===== src/rtl/power_accum_ctrl.sv =====
// Power accumulator controller: CSR bank holding one weight per clock-gating
// element; over a programmed window it sums the weights of the active CGEs
// every cycle through a 2-stage pipeline and reports the energy total.
// Latency: reads return 1 cycle after s_read; fin pulses WINDOW+3 cycles after
//   the start write (1 cycle when WINDOW=0).
// Backpressure: none; the slave always accepts. WINDOW/WEIGHT writes are
//   dropped while busy.
// Optional feature: define POWER_PEAK_EN to add the PEAK register (addr 5).
// Ports:
//   clk, reset        single clock, synchronous active-high reset
//   s_read, s_write   host strobes; s_addr word address; s_wdata write data
//   s_rdata, s_rvalid registered read data, valid one cycle after s_read
//   act               per-CGE activity taps, sampled every RUN cycle
//   busy              high while running or draining the pipeline
//   fin               one-cycle completion pulse
module power_accum_ctrl #(
  parameter int BITS  = 32,
  parameter int CGES  = 13,
  parameter int WIN_W = 16,
  parameter int AW    = 5
) (
  input  logic            clk,
  input  logic            reset,
  input  logic            s_read,
  input  logic            s_write,
  input  logic [AW-1:0]   s_addr,
  input  logic [31:0]     s_wdata,
  output logic [31:0]     s_rdata,
  output logic            s_rvalid,
  input  logic [CGES-1:0] act,
  output logic            busy,
  output logic            fin
);

  localparam int SUM_W = BITS + $clog2(CGES);
  localparam int RES_W = SUM_W + WIN_W;

  typedef enum logic [1:0] {
    S_IDLE,
    S_RUN,
    S_DRAIN,
    S_DONE
  } state_e;

  state_e           state_q;
  logic [BITS-1:0]  weight_q [CGES];
  logic [WIN_W-1:0] window_q;
  logic [WIN_W-1:0] cycles_q;
  logic [RES_W-1:0] acc_q;
  logic [SUM_W-1:0] sum_q;
  logic [SUM_W-1:0] sum_d;
  logic             s1_vld_q;
  logic             drain_cnt_q;
  logic             busy_q;
  logic             fin_q;
  logic             done_q;
  logic [31:0]      rdata_q;
  logic [31:0]      rdata_d;
  logic             rvalid_q;
`ifdef POWER_PEAK_EN
  logic [SUM_W-1:0] peak_q;
`endif

  logic ctrl_wr;
  logic clear_req;
  logic start_req;

  // Clear outranks start when both bits are written together.
  assign ctrl_wr   = s_write && (s_addr == AW'(0));
  assign clear_req = ctrl_wr && s_wdata[1];
  assign start_req = ctrl_wr && s_wdata[0] && !s_wdata[1] && (state_q == S_IDLE);

  // Stage-1 combinational sum; SUM_W carries $clog2(CGES) guard bits.
  always_comb begin
    sum_d = '0;
    for (int i = 0; i < CGES; i++) begin
      if (act[i]) sum_d = sum_d + SUM_W'(weight_q[i]);
    end
  end

  // Read mux sampled on the s_read edge, so a same-cycle write returns old data.
  always_comb begin
    rdata_d = '0;
    if (s_addr == AW'(0))      rdata_d = {30'd0, done_q, busy_q};
    else if (s_addr == AW'(1)) rdata_d = 32'(window_q);
    else if (s_addr == AW'(2)) rdata_d = 32'(acc_q);
    else if (s_addr == AW'(3)) rdata_d = 32'(64'(acc_q) >> 32);
    else if (s_addr == AW'(4)) rdata_d = 32'(cycles_q);
`ifdef POWER_PEAK_EN
    else if (s_addr == AW'(5)) rdata_d = 32'(peak_q);
`endif
    for (int i = 0; i < CGES; i++) begin
      if (s_addr == AW'(8 + i)) rdata_d = 32'(weight_q[i]);
    end
  end

  always_ff @(posedge clk) begin
    if (reset) begin
      state_q     <= S_IDLE;
      window_q    <= '0;
      cycles_q    <= '0;
      acc_q       <= '0;
      sum_q       <= '0;
      s1_vld_q    <= 1'b0;
      drain_cnt_q <= 1'b0;
      busy_q      <= 1'b0;
      fin_q       <= 1'b0;
      done_q      <= 1'b0;
      rdata_q     <= '0;
      rvalid_q    <= 1'b0;
      for (int i = 0; i < CGES; i++) weight_q[i] <= '0;
`ifdef POWER_PEAK_EN
      peak_q      <= '0;
`endif
    end else begin
      fin_q    <= 1'b0;
      rvalid_q <= s_read;
      if (s_read) rdata_q <= rdata_d;

      // Configuration is frozen while a run is in flight.
      if (s_write && !busy_q) begin
        if (s_addr == AW'(1)) window_q <= WIN_W'(s_wdata);
        for (int i = 0; i < CGES; i++) begin
          if (s_addr == AW'(8 + i)) weight_q[i] <= BITS'(s_wdata);
        end
      end

      // Stage 1 captures the weighted sum; stage 2 folds it into the total.
      s1_vld_q <= 1'b0;
      if (state_q == S_RUN) begin
        sum_q    <= sum_d;
        s1_vld_q <= 1'b1;
        cycles_q <= cycles_q + WIN_W'(1);
      end
      if (s1_vld_q) begin
        acc_q <= acc_q + RES_W'(sum_q);
`ifdef POWER_PEAK_EN
        if (sum_q > peak_q) peak_q <= sum_q;
`endif
      end

      case (state_q)
        S_IDLE: begin
          if (start_req) begin
            acc_q    <= '0;
            cycles_q <= '0;
            done_q   <= 1'b0;
`ifdef POWER_PEAK_EN
            peak_q   <= '0;
`endif
            if (window_q == '0) begin
              state_q <= S_DONE;
            end else begin
              state_q <= S_RUN;
              busy_q  <= 1'b1;
            end
          end
        end
        S_RUN: begin
          // cycles_q counts completed RUN cycles, so this is the last one.
          if (cycles_q + WIN_W'(1) == window_q) begin
            state_q     <= S_DRAIN;
            drain_cnt_q <= 1'b0;
          end
        end
        S_DRAIN: begin
          if (drain_cnt_q) begin
            state_q <= S_DONE;
            busy_q  <= 1'b0;
          end else begin
            drain_cnt_q <= 1'b1;
          end
        end
        S_DONE: begin
          fin_q   <= 1'b1;
          done_q  <= 1'b1;
          state_q <= S_IDLE;
        end
        default: state_q <= S_IDLE;
      endcase

      // Clear aborts any run without a completion pulse and flushes the pipe.
      if (clear_req) begin
        acc_q    <= '0;
        cycles_q <= '0;
        done_q   <= 1'b0;
        s1_vld_q <= 1'b0;
        busy_q   <= 1'b0;
        fin_q    <= 1'b0;
        state_q  <= S_IDLE;
`ifdef POWER_PEAK_EN
        peak_q   <= '0;
`endif
      end
    end
  end

  assign s_rdata  = rdata_q;
  assign s_rvalid = rvalid_q;
  assign busy     = busy_q;
  assign fin      = fin_q;

endmodule


===== config.mk =====
export PLATFORM = sky130hd
export DESIGN_NAME = power_accum_ctrl
export DESIGN_NICKNAME = d
export VERILOG_FILES = /design/src/rtl/power_accum_ctrl.sv
export SDC_FILE = /design/constraint.sdc
export NUM_CORES = 2
export LEC_CHECK = 0
export ABC_AREA = 0
export CAP_MARGIN = 20
export CORE_MARGIN = 5
export CORE_UTILIZATION = 35
export DETAILED_ROUTE_END_ITERATION = 16
export PLACE_DENSITY_LB_ADDON = 0.3
export SKIP_LAST_GASP = 1
export SLEW_MARGIN = 20
export SYNTH_ARGS = -nofsm -noshare
export SYNTH_HDL_FRONTEND = slang
export SYNTH_SLANG_ARGS = --single-unit

===== constraint.sdc =====
create_clock -name clk -period 31.5 [get_ports clk]
set_input_delay 7.875 -clock clk [delete_from_list [all_inputs] [get_ports clk]]
set_output_delay 7.875 -clock clk [all_outputs]
set_load 0.005 [all_outputs]

; ---- Yosys cells after proc, flatten, opt, wreduce, memory -nomap -nowiden
; Memory sizes are Yosys's and may differ from the RTL's.
; Index checks and enable logic that the tools add are counted.
[totals]
reg_bits = 160
mem_bits_rw = 416
input_bits = 54
output_inout_bits = 35
wordCells = 204
n_memories = 1
[op_classes]
add_sub_neg = 14
n_eq_ne = 25
muxes = 119
bitwise_logic = 13
n_reduce_logical = 20
[memory_table]
columns = memory, depth, width, rd, rd_ports_with_merged_regs, wr, line_no
row1 = weight_q, 13, 32, 13, 0, 13, 46  ; logic [BITS-1:0] weight_q [CGES];
[op_table]
columns = operator, count
row1 = two-way mux 32 bit, 30
row2 = adder 36 x 32 -> 36 bit, 12
row3 = two-way mux 36 bit, 12
row4 = two-way mux 52 bit, 3
row5 = two-way mux 16 bit, 4
row6 = two-way mux 1 bit, 61
row7 = adder 52 x 36 -> 52 bit, 1
row8 = "equality test 5 x 4 -> 1 bit, second input constant", 8
row9 = "equality test 5 bit, second input constant", 5
row10 = two-way mux 20 bit, 1
row11 = "adder 16 x 1 -> 16 bit, second input constant", 1
row12 = equality test 16 bit, 1
row13 = logical NOT 16 bit, 1
row14 = bitwise OR 1 bit, 13
row15 = "equality test 5 x 2 -> 1 bit, second input constant", 2
row16 = two-way mux 2 bit, 4
row17 = one-hot mux 2 bit (4 select lines), 1
row18 = logical AND 1 bit, 6
row19 = "inequality test 2 bit, second input constant", 3
row20 = one-hot mux 1 bit (2 select lines), 3
row21 = AND reduction 2 bit, 3
row22 = nonzero test 2 bit, 3
row23 = "equality test 5 x 1 -> 1 bit, second input constant", 1
row24 = "equality test 5 x 3 -> 1 bit, second input constant", 1
row25 = other kinds (9), 11

; ---- Longest topological paths before layout
; An unclocked memory read counts as a cell.
[depth]
word_depth = 26
ltp_mapped = 108
depth_no_buf = 105

; ---- Worst setup path before layout
; Ideal clock, no wire load.
[synth_timing]
kind = input to register
startpoint = in act[0]
endpoint = reg sum_q[35]
setup_time_ps = 95
arrival_ps = 25635
required_ps = 31405
path_slack_ps = 5769
stages = 93
path_buffers = 2
cell_sequence = buf_4 and2_1 ha_1 fa_1 maj3_2 a32o_1 a211oi_1 o21ai_0 a21o_1 a21oi_1 xnor2_1 mux2_2 ha_1 nand2_1 a31oi_1 nor2_1 xor2_1 nand2_1 [57 not listed] nand3_1 nand2_1 a41o_1 o21a_1 nor2_1 xnor2_1 a21oi_1 o21ai_0 ha_1 nand3_1 a21oi_1 o31ai_1 a21boi_0 nor4_1 or4_1 nor2_1 nand4_1 o311ai_1
[synth_via]
elab_chain_cells = 25
[synth_rtl]
columns = item, line_no
row1 = from (decl), 30  ; input logic [CGES-1:0] act,
row2 = two-way mux 32 bit (*), 77  ; if (act[i]) sum_d = sum_d + SUM_W'(weight_q[i]);
row3 = adder 36 x 32 -> 36 bit, 77
row4 = two-way mux 36 bit (*), 77
row5 = adder 36 x 32 -> 36 bit, 77
row6 = two-way mux 36 bit (*), 77
row7 = adder 36 x 32 -> 36 bit, 77
row8 = two-way mux 36 bit (*), 77
row9 = adder 36 x 32 -> 36 bit, 77
row10 = [9 not listed], --
row11 = adder 36 x 32 -> 36 bit, 77
row12 = two-way mux 36 bit (*), 77
row13 = adder 36 x 32 -> 36 bit, 77
row14 = two-way mux 36 bit (*), 77
row15 = adder 36 x 32 -> 36 bit, 77
row16 = two-way mux 36 bit (*), 77
row17 = adder 36 x 32 -> 36 bit, 77
row18 = two-way mux 36 bit (*), 77
row19 = to (signal assigned), 131  ; sum_q <= sum_d;
row20 = to (decl), 50  ; logic [SUM_W-1:0] sum_q;
; Every way passes the cells marked *; elsewhere a longest branch is shown, timed or not.
; A chain may end at the register's enable or synchronous reset.

; ---- Final worst setup path
; Same ends and word-level chain as after synthesis.

==> reports/results.ini <==
[status]
outcome = completed

[critical_path]
reg2reg_depth = 97
r2r_end = sum_q[35]
crit_slowest_cell = or4_1
rr_startpoint = weight_q[0][0]
cp.required_ns = 32.08
cp-end-kind = register
critical_path.most_common_cell = ha_1
r2r_setup_slack_ns = 10.32
cp_max_fo = 40
cp-start-kind = primary input
cp_data_arrival_time_ns = 29.27
crit_type = primary input to register
slowest_delay_ns = 0.56

[synth]
synthXorXnorAreaFrac_pct = 7.06
synth-main-ff-cell = edfxtp_1
yosysTopAreaCell = edfxtp_1
yosys.area_share.simple_pct = 17.2
yosysSeqAreaShare_pct = 31.7
ys_ff_latch = 576
synth_area_leaders = edfxtp_1 25%, ha_1 11%, dfxtp_1 6.5%, nor2_1 6.2%, a21oi_1 5.7%
netlist_area_um2 = 49500
synth.distinct_cells = 92
synth_top_family_by_area = compound AO/OA/AOI/OAI gates
yosysWarnings = 0
synth_compound_gate_area_share_pct = 23.4
syn-instance-count = 5875
synth_adder_area_share_pct = 11.6
synth_edf_count = 416
synth_top_cell_area_share_pct = 25.2
synthMuxAreaShare_pct = 5.01
syn_nets = 6379
syn_area_per_cell_um2 = 8.43
postSynth.asyncResetShare_pct = 0

[route]
wire_per_inst_um = 25.5
ant_nets = 0
drtIter0Drc = 5091
drtPass1Iterations = 9
vias = 46100
vias_per_cell = 5.92
route.detailed.drc = 0
drt_wl_total_mm = 199

[timing]
fmax_mhz = 34.9
finalClockSkew_ns = 0.0299
period_needed_ns = 28.69
rsz0062_at_grt = no
tns_ns = 0
drv_slew = 0
hold_violations = 0
finalSetupViolations = 0
maxSlewHeadroom_pct = 22.8
post-route-period-util_pct = 91.1
worst_slew_pin_slew_ns = 1.16

[global_routing]
overflow = 0
grt_pass1_vias = 42300
antenna_found_initial = 8
gr-usage-all-layers_pct = 25.7
grt_pass1_wl_mm = 285
grt_max_degree = 76

[clock_network]
cts_setup_buffers = 0
cts_max_level = 3
cts_sinks = 576
clock_tree.root_cell = clkbuf_16
cts_tree = built
path_clk_slew_ns = 0.06
cts_buffers = 69
hold_buffers = 0
cts.path.max_buffers = 3
cts.repair.resized = 0
clk-insertion-delay-late_ns = 0.67

[power]
power_leakage_nw = 22.6
power_w = 0.00655
power_density_nw_per_um2 = 120
vdd_drop_max_v = 0.000109

[die]
die_h_um = 386
die-area_um2 = 149000
start_util_pct = 35.1
ios = 89
placementRows = 138
core_um2 = 141000
die_w_um = 386

[min_path]
hold_path_depth = 2
min_path_type = register to register
min_from = sum_q[2]
hold_end = sum_q[2]

[placed_design]
dp_hpwl_mm = 155
place.gp.congestion = 0.971
port_buffers = 88

[layout]
fill_cells = 14300
drive_gt1_share_pct = 7.21
syn_to_final_growth_pct = 10.4
fin_nets = 6354

[job]
drv_cap = 0

[final cells by class]
class	instances	area, µm²	area share [%]
sequential	576	15700	28.7
inverter	255	957	1.75
clock buffer	94	1910	3.50
multi-input combinational	4775	31900	58.4
timing repair buffer	173	1460	2.67
antenna	1	2.50	0.00457
tap	1890	2360	4.32
clock inverter	34	384	0.702
[logic make-up (layout without fill, tap and decap cells)]
kind of cell,count (synthesis),count (layout)
other cells,0,1
flops,576,576
mux,226,226
fa+ha+maj,452,452
compound gates,1784,1784
simple gates,1920,1920
xor+xnor,393,393
buf+inv,524,556
[cell usage after synthesis (81+ instances only)]
cell      instances
mux2_2          135
dfxtp_1         160
xnor2_1         254
xor2_1          135
ha_1            437
nand2_1         514
nand3_1         117
a21o_1          172
edfxtp_1        416
inv_1           250
nor3_1           88
o21a_1           92
nor2_1          816
a21oi_1         567
mux2i_1          81
clkbuf_1        252
o21ai_0         317
[layout by cell type, fill, tap and decap left out, types with 46 or more instances in the layout]
cell,count
xnor2_1,254
dfxtp_1,159
o21ai_0,316
a211oi_1,72
o21bai_1,59
nor3_1,85
a31oi_1,63
mux2_2,135
xor2_1,135
nor2b_1,56
a21oi_1,566
nor2_1,810
a22oi_1,54
and2_1,46
mux2i_1,81
o21a_1,92
ha_1,436
buf_4,86
nand2_1,513
nand3_1,116
inv_1,250
nand2b_1,75
clkbuf_16,71
a21o_1,172
clkdlybuf4s50_1,76
edfxtp_1,416
[sequential cells by signal (all words and copies together), names as in the netlist, 2 cells and up]
name	count
window_q	16
sum_q	36
cycles_q	16
state_q	2
s_rdata	32
acc_q	52
weight_q	416
[power by group]
| group | internal (W) | switching [W] | total, W |
|---|---|---|---|
| logic | 0.00197 | 0.00281 | 0.00479 |
| registers | 0.000867 | 0.0000600 | 0.000927 |
| clock network | 0.000479 | 0.000356 | 0.000835 |
| total | 0.00332 | 0.00323 | 0.00655 |
[per-layer routing]
layer	global-route usage, %	routed length [µm]	vias up
met5	0	65	-
met4	12.1	10800	8
met3	4.23	18100	341
met2	38.5	83400	2026
met1	36.1	86800	22300
li1	-	-	21400
[worst max path at each step]
stage            from         to  depth (start not counted)  slack [ns]
2_1_floorplan  act[0]  sum_q[35]                         93        5.77
3_3_place_gp   act[0]  sum_q[35]                        101        2.40
3_5_place_dp   act[0]  sum_q[35]                         98        2.36
4_1_cts        act[0]  sum_q[35]                         99        3.00
5_1_grt        act[0]  sum_q[35]                         97        1.40
6_report       act[0]  sum_q[35]                        100        2.81
[worst max-delay path, delay by kind of cell]
family          cells  cell delay [ns]
buf+inv             4             0.98
compound gates     38             8.29
simple gates       31             5.31
fa+ha+maj          13             4.23
xor+xnor           10             1.46
mux                 4             1.08
[per-stage QoR]
stage	cell area, µm²	setup slack [ns]	utilization, %	hold WS (ns)	instances
after detailed placement	52400	2.36	37.1	0.466	7669
final	54700	2.81	38.8	0.470	7798
after global placement	52400	2.40	37.1	0.458	7669
after floorplan	49500	5.77	-	0.445	5875
after CTS	54700	3.00	38.8	0.475	7797
after global routing	54700	1.40	38.8	0.500	7797
Note: power is estimated with default switching activity, not from simulation.
